$ cat config.mk
export PLATFORM = sky130hd
export DESIGN_NAME = noc_vc_input_buffer
export DESIGN_NICKNAME = d
export VERILOG_FILES = /design/src/rtl/noc_vc_input_buffer.sv
export SDC_FILE = /design/constraint.sdc
export NUM_CORES = 1
export LEC_CHECK = 0
export ABC_AREA = 1
export CORE_MARGIN = 1
export CORE_UTILIZATION = 42
export CTS_BUF_LIST = sky130_fd_sc_hd__clkbuf_8
export DETAILED_ROUTE_END_ITERATION = 6
export HOLD_SLACK_MARGIN = 0.02
export PLACE_DENSITY_LB_ADDON = 0.3
export SLEW_MARGIN = 10
export SYNTH_ARGS = -nofsm -noshare
export SYNTH_HDL_FRONTEND = slang
export SYNTH_SLANG_ARGS = --single-unit
export TNS_END_PERCENT = 1
$ cat constraint.sdc
create_clock -name clk -period 2.47 [get_ports clk]
set_input_delay 0.494 -clock clk [delete_from_list [all_inputs] [get_ports clk]]
set_output_delay 0.494 -clock clk [all_outputs]
set_load 0.05 [all_outputs]
$ cat src/rtl/noc_vc_input_buffer.sv
// rtl/noc_vc_input_buffer.sv - NoC router input port: per-VC flit FIFOs, framing check, XY route, credits
module noc_vc_input_buffer #(
  parameter int MESH_SIZE_X  = 4,
  parameter int MESH_SIZE_Y  = 4,
  parameter int HEAD_PAYLOAD = 16,
  parameter int NUM_VC       = 2,
  parameter int BUF_DEPTH    = 4,
  parameter int CUR_X        = 0,
  parameter int CUR_Y        = 0,
  localparam int XW     = ($clog2(MESH_SIZE_X) < 1) ? 1 : $clog2(MESH_SIZE_X),
  localparam int YW     = ($clog2(MESH_SIZE_Y) < 1) ? 1 : $clog2(MESH_SIZE_Y),
  localparam int VCW    = ($clog2(NUM_VC) < 1) ? 1 : $clog2(NUM_VC),
  localparam int FLIT_W = 2 + XW + YW + HEAD_PAYLOAD
) (
  input  logic                       clk,
  input  logic                       rst_n,
  input  logic                       in_valid,
  input  logic [VCW-1:0]             in_vc,
  input  logic [FLIT_W-1:0]          in_flit,
  output logic [NUM_VC-1:0]          out_valid,
  output logic [NUM_VC*FLIT_W-1:0]   out_flit,
  output logic [NUM_VC*3-1:0]        out_port,
  input  logic [NUM_VC-1:0]          out_ready,
  output logic [NUM_VC-1:0]          credit_out,
  output logic                       err_overflow,
  output logic                       err_protocol
);

  localparam int PW = $clog2(BUF_DEPTH);
  localparam logic [PW:0] FULL_CNT = BUF_DEPTH[PW:0];

  localparam logic [1:0] LBL_HEAD = 2'd0;
  localparam logic [1:0] LBL_BODY = 2'd1;
  localparam logic [1:0] LBL_TAIL = 2'd2;
  localparam logic [1:0] LBL_HT   = 2'd3;

  localparam logic [2:0] P_LOCAL = 3'd0;
  localparam logic [2:0] P_EAST  = 3'd1;
  localparam logic [2:0] P_WEST  = 3'd2;
  localparam logic [2:0] P_NORTH = 3'd3;
  localparam logic [2:0] P_SOUTH = 3'd4;

  typedef enum logic {IN_IDLE, IN_PKT} in_state_t;

  logic [1:0]        in_label;
  logic              vc_ok;
  logic [NUM_VC-1:0] ovf_v;
  logic [NUM_VC-1:0] proto_v;

  assign in_label = in_flit[FLIT_W-1 -: 2];
  assign vc_ok    = 32'(in_vc) < NUM_VC;

  for (genvar v = 0; v < NUM_VC; v++) begin : g_vc
    logic [FLIT_W-1:0] mem [BUF_DEPTH];
    logic [PW-1:0]     wr_ptr, rd_ptr;
    logic [PW:0]       count;
    logic [2:0]        route_q, route_c;
    logic              credit_q;
    in_state_t         state_q, state_d;
    logic              sel, full, lbl_ok, push, pop, is_head;
    logic [FLIT_W-1:0] head;
    logic [XW-1:0]     hx;
    logic [YW-1:0]     hy;

    assign sel  = in_valid && vc_ok && (32'(in_vc) == v);
    // Fullness is judged before this cycle's pop, so a full VC never takes a flit.
    assign full = (count == FULL_CNT);

    always_ff @(posedge clk or negedge rst_n) begin
      if (!rst_n) state_q <= IN_IDLE;
      else        state_q <= state_d;
    end

    always_comb begin
      state_d = state_q;
      lbl_ok  = 1'b0;
      case (state_q)
        IN_IDLE: begin
          if (in_label == LBL_HEAD) begin
            lbl_ok  = 1'b1;
            state_d = IN_PKT;
          end else if (in_label == LBL_HT) begin
            lbl_ok  = 1'b1;
          end
        end
        IN_PKT: begin
          if (in_label == LBL_BODY) begin
            lbl_ok  = 1'b1;
          end else if (in_label == LBL_TAIL) begin
            lbl_ok  = 1'b1;
            state_d = IN_IDLE;
          end
        end
      endcase
      if (!sel || full) state_d = state_q;
    end

    assign push       = sel && !full && lbl_ok;
    assign ovf_v[v]   = sel && full;
    assign proto_v[v] = sel && !full && !lbl_ok;

    assign head    = mem[rd_ptr];
    assign hx      = head[HEAD_PAYLOAD+YW +: XW];
    assign hy      = head[HEAD_PAYLOAD +: YW];
    assign is_head = (head[FLIT_W-1 -: 2] == LBL_HEAD) || (head[FLIT_W-1 -: 2] == LBL_HT);

    always_comb begin
      if (hx > XW'(CUR_X))      route_c = P_EAST;
      else if (hx < XW'(CUR_X)) route_c = P_WEST;
      else if (hy > YW'(CUR_Y)) route_c = P_NORTH;
      else if (hy < YW'(CUR_Y)) route_c = P_SOUTH;
      else                      route_c = P_LOCAL;
    end

    assign out_valid[v]              = (count != '0);
    assign pop                       = out_valid[v] && out_ready[v];
    assign out_flit[v*FLIT_W +: FLIT_W] = head;
    assign out_port[v*3 +: 3]        = (out_valid[v] && is_head) ? route_c : route_q;
    assign credit_out[v]             = credit_q;

    always_ff @(posedge clk or negedge rst_n) begin
      if (!rst_n) begin
        wr_ptr   <= '0;
        rd_ptr   <= '0;
        count    <= '0;
        route_q  <= P_LOCAL;
        credit_q <= 1'b0;
      end else begin
        if (push) wr_ptr <= wr_ptr + PW'(1);
        if (pop) begin
          rd_ptr <= rd_ptr + PW'(1);
          if (is_head) route_q <= route_c;
        end
        count    <= count + {{PW{1'b0}}, push} - {{PW{1'b0}}, pop};
        credit_q <= pop;
      end
    end

    always_ff @(posedge clk) begin
      if (push) mem[wr_ptr] <= in_flit;
    end
  end

  always_ff @(posedge clk or negedge rst_n) begin
    if (!rst_n) begin
      err_overflow <= 1'b0;
      err_protocol <= 1'b0;
    end else begin
      if (|ovf_v) err_overflow <= 1'b1;
      if ((|proto_v) || (in_valid && !vc_ok)) err_protocol <= 1'b1;
    end
  end

endmodule

==> impl_metrics.py, run 1 <==
metrics = {
    "floorplan": {
        "core_area_sq_um": 19000,
        "io_pins": 84,
        "rows": 50,
        "fp.dieH_um": 142,
        "die_area_sq_um": 20100,
        "dieWidth_um": 142,
        "initial_core_util_pct": 43.4,
    },
    "worst_setup_path": {
        "cp_cell_sequence": "clkbuf_16 -> nand2_1 -> nand3_1 -> nand2_2 -> nand4_1 -> nand2_1 -> nand2_2 -> buf_12",
        "worst_path_largest_cell_delay_ps": 590,
        "crit_required_ps": 1980,
        "cp.arrival_ps": 2090,
        "startpoint_type": "register",
        "crit_path_end_kind": "primary output",
        "worst-path-max-fanout": 6,
        "critical_path_class": "reg -> out",
        "path_delay_family": "simple AND/OR/NAND/NOR gates",
        "rrSetupSlack_ps": 270,
        "path_buf_inv": 2,
        "cpMaxStageDelayCell": "dfrtp_4",
    },
    "sta": {
        "worst_slack_ps": -117,
        "timing.fmax_mhz": 387,
        "setup_viol": 9,
        "worstMarginPinSlew_ps": 510,
        "final_hold_viol_count": 0,
        "period_minus_slack_ps": 2590,
        "drv_slew": 0,
        "slew_headroom_pct": 66.0,
        "finalCritPeriodShare_pct": 105,
        "skew_ps": 18.4,
        "grt_setup_unrepaired": "true",
    },
    "grt": {
        "track_usage_pct": 18.1,
        "overflow": 0,
        "grt_max_degree": 30,
        "grt_pass1_vias": 5235,
        "antenna_found_initial": 0,
        "grt_pass1_wl_mm": 27.1,
    },
    "place": {
        "portBuffers": 81,
        "routabilityCongestion": 0.761,
        "dpl_cell_area_sq_um": 9380,
        "dp_hpwl_mm": 11.3,
    },
    "cts": {
        "clockRootBuffer": "clkbuf_8",
        "clock_latency_ps": 470,
        "clock_sinks": 200,
        "postCtsHoldBufs": 0,
        "cts_buffers": 17,
        "cts_tree": "yes",
        "clk_pin_slew_worst_paths_ps": 100,
        "cts_buffer_depth": 2,
        "cts.htree.levels": 4,
    },
    "synthesis": {
        "yosys_warnings": 0,
        "synth_area_leaders": "edfxtp_1, dfrtp_1, nand2_1",
        "synthArstFlopShare_pct": 12.0,
        "yosysMostFrequentCell": "edfxtp_1",
        "synth.top_cell.area_share_pct": 64.3,
        "synth_ff_type": "edfxtp_1",
        "netlist_instances": 667,
        "ys_seq_area_share_pct": 71.6,
        "synth_edf_count": 176,
        "synth_seq_cells": 200,
        "synth_area_sq_um": 8220,
        "yosys-top-cells-count": "edfxtp_1, nand2_1, nor2_1, o21ai_0, inv_1",
        "synth_cell_type_count": 26,
        "syn_area_per_cell_sq_um": 12.3,
        "synth_area_leader_cell": "edfxtp_1",
    },
    "layout": {
        "drive_gt1_share_pct": 24.7,
        "final_util_pct": 54.3,
        "nFillCells": 1544,
        "nets": 836,
        "postLayoutCellArea_sq_um": 10300,
        "antenna_cells": 0,
        "multi_input_area_sq_um": 2070,
        "seqCellArea_sq_um": 5890,
        "syn_to_final_growth_pct": 25.2,
    },
    "route": {
        "drt_iter0_markers": 376,
        "drt_wl_total_mm": 17.7,
        "drc": 0,
        "avgRoutedWirePerCell_um": 16.7,
        "drtPass1Iterations": 5,
        "drtAntennaViolNets": 0,
        "viasPerCell": 4.95,
        "vias": 5272,
    },
    "power": {
        "clkPwrFrac_pct": 14.5,
        "p_leak_nw": 3.95,
        "switching_share_pct": 45.0,
        "cell_internal_pwr_mw": 7.74,
        "p_sw_mw": 6.35,
        "power.density_nw_per_um2": 1370,
        "pwr-share-comb_pct": 54.8,
        "ir_drop_uv": 687,
        "sequentialPowerShare_pct": 30.7,
    },
    "job": {
        "cap_violations": 0,
    },
    "run_status": {
        "violations": "setup timing",
        "status": "finished, violations left",
    },
    "worst_hold_path": {
        "min_path_type": "in -> async",
    },
}
## per-layer routing
metal	up-vias	track usage [%]	share of wire, %
met5	-	0	0
met4	0	7.13	1.6
met3	16	3.31	4.4
met2	123	30.9	51
met1	2576	22.8	43
li1	2557	-	-
## area by class of cell
cell class / count / area share [%]
repair buffers: 136 / 13.5
repair inverters: 3 / 0.328
flip-flops and latches: 200 / 57.2
inverters: 45 / 1.96
multi-input cells: 391 / 20.1
well taps: 260 / 3.16
clock buffers: 17 / 2.27
clock inverters: 13 / 1.49
## power groups by stage
| stage | Sequential, mW | Clock, mW | Combinational (mW) |
|---|---|---|---|
| floorplan | 4.28 | 0 | 4.73 |
| global placement | 4.33 | 0 | 6.66 |
| detailed placement | 4.34 | 0 | 6.79 |
| CTS | 4.28 | 2.10 | 6.99 |
| global route | 4.36 | 2.22 | 8.26 |
| finish | 4.32 | 2.05 | 7.72 |
## path summary, 6_finish.rpt
check / from / endpoint / depth (start not counted)
worst max-delay path: g_vc[1].rd_ptr[0] / out_port[3] / 8
worst min-delay path: rst_n / asynchronous set/reset pin / 2
worst max register to register: g_vc[0].count[1] / g_vc[0].count[2] / 10
worst min register to register: err_protocol / err_protocol / 2
max in group asynchronous: rst_n / g_vc[0].rd_ptr[0] / 2
min in group clk: err_protocol / err_protocol / 2
## what timing repair did
item / CTS / global route
buffers inserted: 5 / 17
gates cloned: 0 / 7
gates resized for setup: 21 / 58
pin swaps: 3 / 17
endpoints found under the setup margin: 34 / 21
## sequential cells by signal (all words and copies together), names as in the netlist, named ones only
name,flops
err_overflow,1
err_protocol,1
g_vc.count,6
g_vc.credit_q,2
g_vc.mem,176
g_vc.rd_ptr,4
g_vc.route_q,4
g_vc.wr_ptr,4
## worst register-to-register path, stage by stage, from the launching register on
cell	delay, ps
dfrtp_1	430
nor2_1	220
nand2_1	160
nand2_1	150
inv_1	110
ha_1	280
inv_1	60
ha_1	130
inv_1	50
fa_1	370
xnor2_1	130
## logic make-up (layout without fill, tap and decap cells)
group	Yosys count	count (layout)	share of synthesized area, %
DFF	200	200	71.6
other	1	2	0.0456
AOI/OAI and AO/OA	104	104	6.91
xor gates and xnor gates	10	10	1.07
buffers and inverters	77	214	5.04
and+or+nand+nor	261	261	13.0
adders and majority gates	14	14	2.31
## stage by stage
stage	worst slack (ps)	TNS, ps	power, mW	instances	hold slack [ps]
2_1_floorplan	32.6	0	9.02	668	198
3_3_place_gp	-188	-652	11.0	1007	460
3_5_place_dp	-220	-864	11.1	1007	470
4_1_cts	-70.7	-262	13.4	1042	377
5_1_grt	-187	-1690	14.8	1065	409
6_report	-117	-320	14.1	1065	387
## cells in the final DEF (no fill, tap or decap), types with 14 or more instances in the layout
| master | count |
|---|---|
| clkbuf_8 | 17 |
| nand2_1 | 115 |
| o21ai_0 | 54 |
| nand2_2 | 30 |
| nand3_1 | 24 |
| inv_1 | 43 |
| edfxtp_1 | 176 |
| clkdlybuf4s50_1 | 31 |
| dfrtp_1 | 22 |
| buf_12 | 14 |
| o22ai_1 | 26 |
| buf_4 | 76 |
| nor2_1 | 72 |
(Power assumes the default switching activity.)
==> run 2: changes to the inputs <==
--- a/config.mk
+++ b/config.mk
@@ -7,12 +7,11 @@
 export LEC_CHECK = 0
 export ABC_AREA = 1
 export CORE_MARGIN = 1
-export CORE_UTILIZATION = 42
+export CORE_UTILIZATION = 25
 export CTS_BUF_LIST = sky130_fd_sc_hd__clkbuf_8
 export DETAILED_ROUTE_END_ITERATION = 6
 export HOLD_SLACK_MARGIN = 0.02
-export PLACE_DENSITY_LB_ADDON = 0.3
-export SLEW_MARGIN = 10
+export PLACE_DENSITY = 0.41
 export SYNTH_ARGS = -nofsm -noshare
 export SYNTH_HDL_FRONTEND = slang
 export SYNTH_SLANG_ARGS = --single-unit
==> run 2 against run 1 <==
Effect of this change: the flow still finishes with violations (setup timing); sequential share of layout area fell by 1.6 points; critical endpoint unchanged; setup slack improved by 41 ps; non-clock buffer count fell by 5; total power increased by 1.3%; routed wire length rose by 11%; combinational power grew 1%; count of clock-buffer cells in the layout is the same.
==> impl_metrics.py, run 2 (same netlist as run 1, synthesis figures left out) <==
metrics = {
    "floorplan": {
        "die_area_sq_um": 33600,
        "initial_core_util_pct": 25.3,
        "core_area_sq_um": 32500,
        "io_pins": 84,
        "rows": 66,
        "fp.dieH_um": 183,
        "dieWidth_um": 183,
    },
    "worst_setup_path": {
        "cpMaxStageDelayCell": "dfrtp_4",
        "regToRegEndpoint": "g_vc[0].count[2]",
        "startpoint_type": "register",
        "r2r_cells": 10,
        "rrSetupSlack_ps": 240,
        "critical_path_class": "reg -> out",
        "worst_path_largest_cell_delay_ps": 500,
        "crit_required_ps": 1980,
        "crit_path_end_kind": "primary output",
        "cp.arrival_ps": 2050,
        "worst-path-max-fanout": 10,
        "cp_cell_sequence": "buf_12 -> buf_12 -> nand2_1 -> nand3_1 -> nand2_2 -> nand4_1 -> nand2_2 -> nand2_2 -> buf_12",
        "r2r_start": "g_vc[0].count[1]",
    },
    "route": {
        "drtPass1Iterations": 5,
        "drtAntennaViolNets": 0,
        "drt_iter0_markers": 214,
        "drt_wl_total_mm": 19.7,
        "vias": 5153,
        "viasPerCell": 4.14,
        "drc": 0,
        "avgRoutedWirePerCell_um": 15.8,
    },
    "layout": {
        "drive_gt1_share_pct": 26.6,
        "largest_reg_flops": 176,
        "postLayoutCellArea_sq_um": 10600,
        "nFillCells": 3260,
        "nets": 831,
        "final_cell_mix": "edfxtp_1, nand2_1, nor2_1",
        "multi_input_area_sq_um": 2150,
        "final_util_pct": 32.7,
        "final_common_cell": "edfxtp_1",
        "regMostFlops": "g_vc.mem",
        "seqCellArea_sq_um": 5890,
        "syn_to_final_growth_pct": 28.9,
        "antenna_cells": 0,
        "top_regs": "g_vc.mem: 176 flops, g_vc.count: 6 flops",
    },
    "cts": {
        "cts_buffer_depth": 2,
        "cts_tree": "yes",
        "cts_buffers": 17,
        "clock_sinks": 200,
        "clock_latency_ps": 470,
        "clk_pin_slew_worst_paths_ps": 110,
        "cts.htree.levels": 4,
        "clockRootBuffer": "clkbuf_8",
    },
    "power": {
        "ir_drop_uv": 651,
        "power.total_mw": 14.3,
        "power.density_nw_per_um2": 1350,
        "p_leak_nw": 3.96,
    },
    "grt": {
        "antenna_found_initial": 0,
        "grt_pass1_wl_mm": 29.1,
        "track_usage_pct": 11.7,
        "grt_max_degree": 28,
        "grt_pass1_vias": 4947,
        "overflow": 0,
    },
    "sta": {
        "grt_setup_unrepaired": "true",
        "slew_headroom_pct": 66.8,
        "finalCritPeriodShare_pct": 103,
        "worstMarginPinSlew_ps": 497,
        "skew_ps": 15.6,
        "timing.fmax_mhz": 393,
        "tns_ps": -431,
        "period_minus_slack_ps": 2550,
        "setup_viol": 13,
        "drv_slew": 0,
        "final_hold_viol_count": 0,
        "worst_slack_ps": -76.1,
    },
    "place": {
        "portBuffers": 81,
        "dpl_cell_area_sq_um": 9660,
        "routabilityCongestion": 0.690,
        "dp_hpwl_mm": 12.4,
    },
    "job": {
        "cap_violations": 0,
    },
    "run_status": {
        "violations": "setup timing",
        "status": "finished, violations left",
    },
    "worst_hold_path": {
        "min_path_type": "in -> async",
    },
}
-- run 2: worst max-delay path, delay by kind of cell (launching register included) --
family                 cells  cell delay [ps]
buffers and inverters      3              440
flip-flops                 1              500
AND/OR/NAND/NOR            6              660
-- run 2: per-stage QoR --
step | hold WS (ps) | setup slack [ps] | std cells
finish | 377 | -76.1 | 1244
global route | 369 | -221 | 1244
CTS | 363 | -150 | 1222
detailed placement | 467 | -217 | 1189
global placement | 470 | -198 | 1189
floorplan | 198 | 32.6 | 668
-- run 2: worst max path at each step --
| stage | startpoint | to | slack, ps | depth (start not counted) |
|---|---|---|---|---|
| finish | g_vc[1].rd_ptr[0] | out_port[3] | -80 | 9 |
| global route | g_vc[0].rd_ptr[0] | out_port[0] | -220 | 11 |
| CTS | g_vc[1].rd_ptr[0] | out_port[4] | -150 | 9 |
| detailed placement | in_flit[21] | g_vc[0].count[2] | -220 | 11 |
| global placement | in_flit[21] | g_vc[1].count[2] | -200 | 12 |
| floorplan | in_flit[20] | g_vc[0].mem[2][0] | 30 | 6 |
-- run 2: routing by layer --
layer | wire [um] | up-vias | global-route usage (%)
met3 | 637 | 14 | 2.24
li1 | - | 2546 | -
met4 | 220 | 0 | 3.80
met5 | 0 | - | 0
met1 | 8830 | 2520 | 15.2
met2 | 9990 | 73 | 19.7
-- run 2: final cells by class --
| class | instances | area share [%] |
|---|---|---|
| sequential | 200 | 55.6 |
| multi-input combinational | 391 | 20.2 |
| timing repair buffer | 131 | 12.8 |
| tap | 442 | 5.22 |
| clock buffer | 17 | 2.21 |
| inverter | 45 | 1.85 |
| clock inverter | 15 | 1.75 |
| timing repair inverter | 3 | 0.319 |
-- run 2: repair_timing --
action	CTS	global route
setup endpoints to repair	40	36
pin swaps	0	28
buffers inserted	1	17
hold buffers	0	0
cloned	0	5
resized for setup	5	97
-- run 2: report_power, final --
part	internal [mW]	switching (mW)	total, mW
Combinational	2.70	5.13	7.83
Sequential	4.06	0.204	4.26
Clock	0.945	1.24	2.18
Total	7.70	6.57	14.3
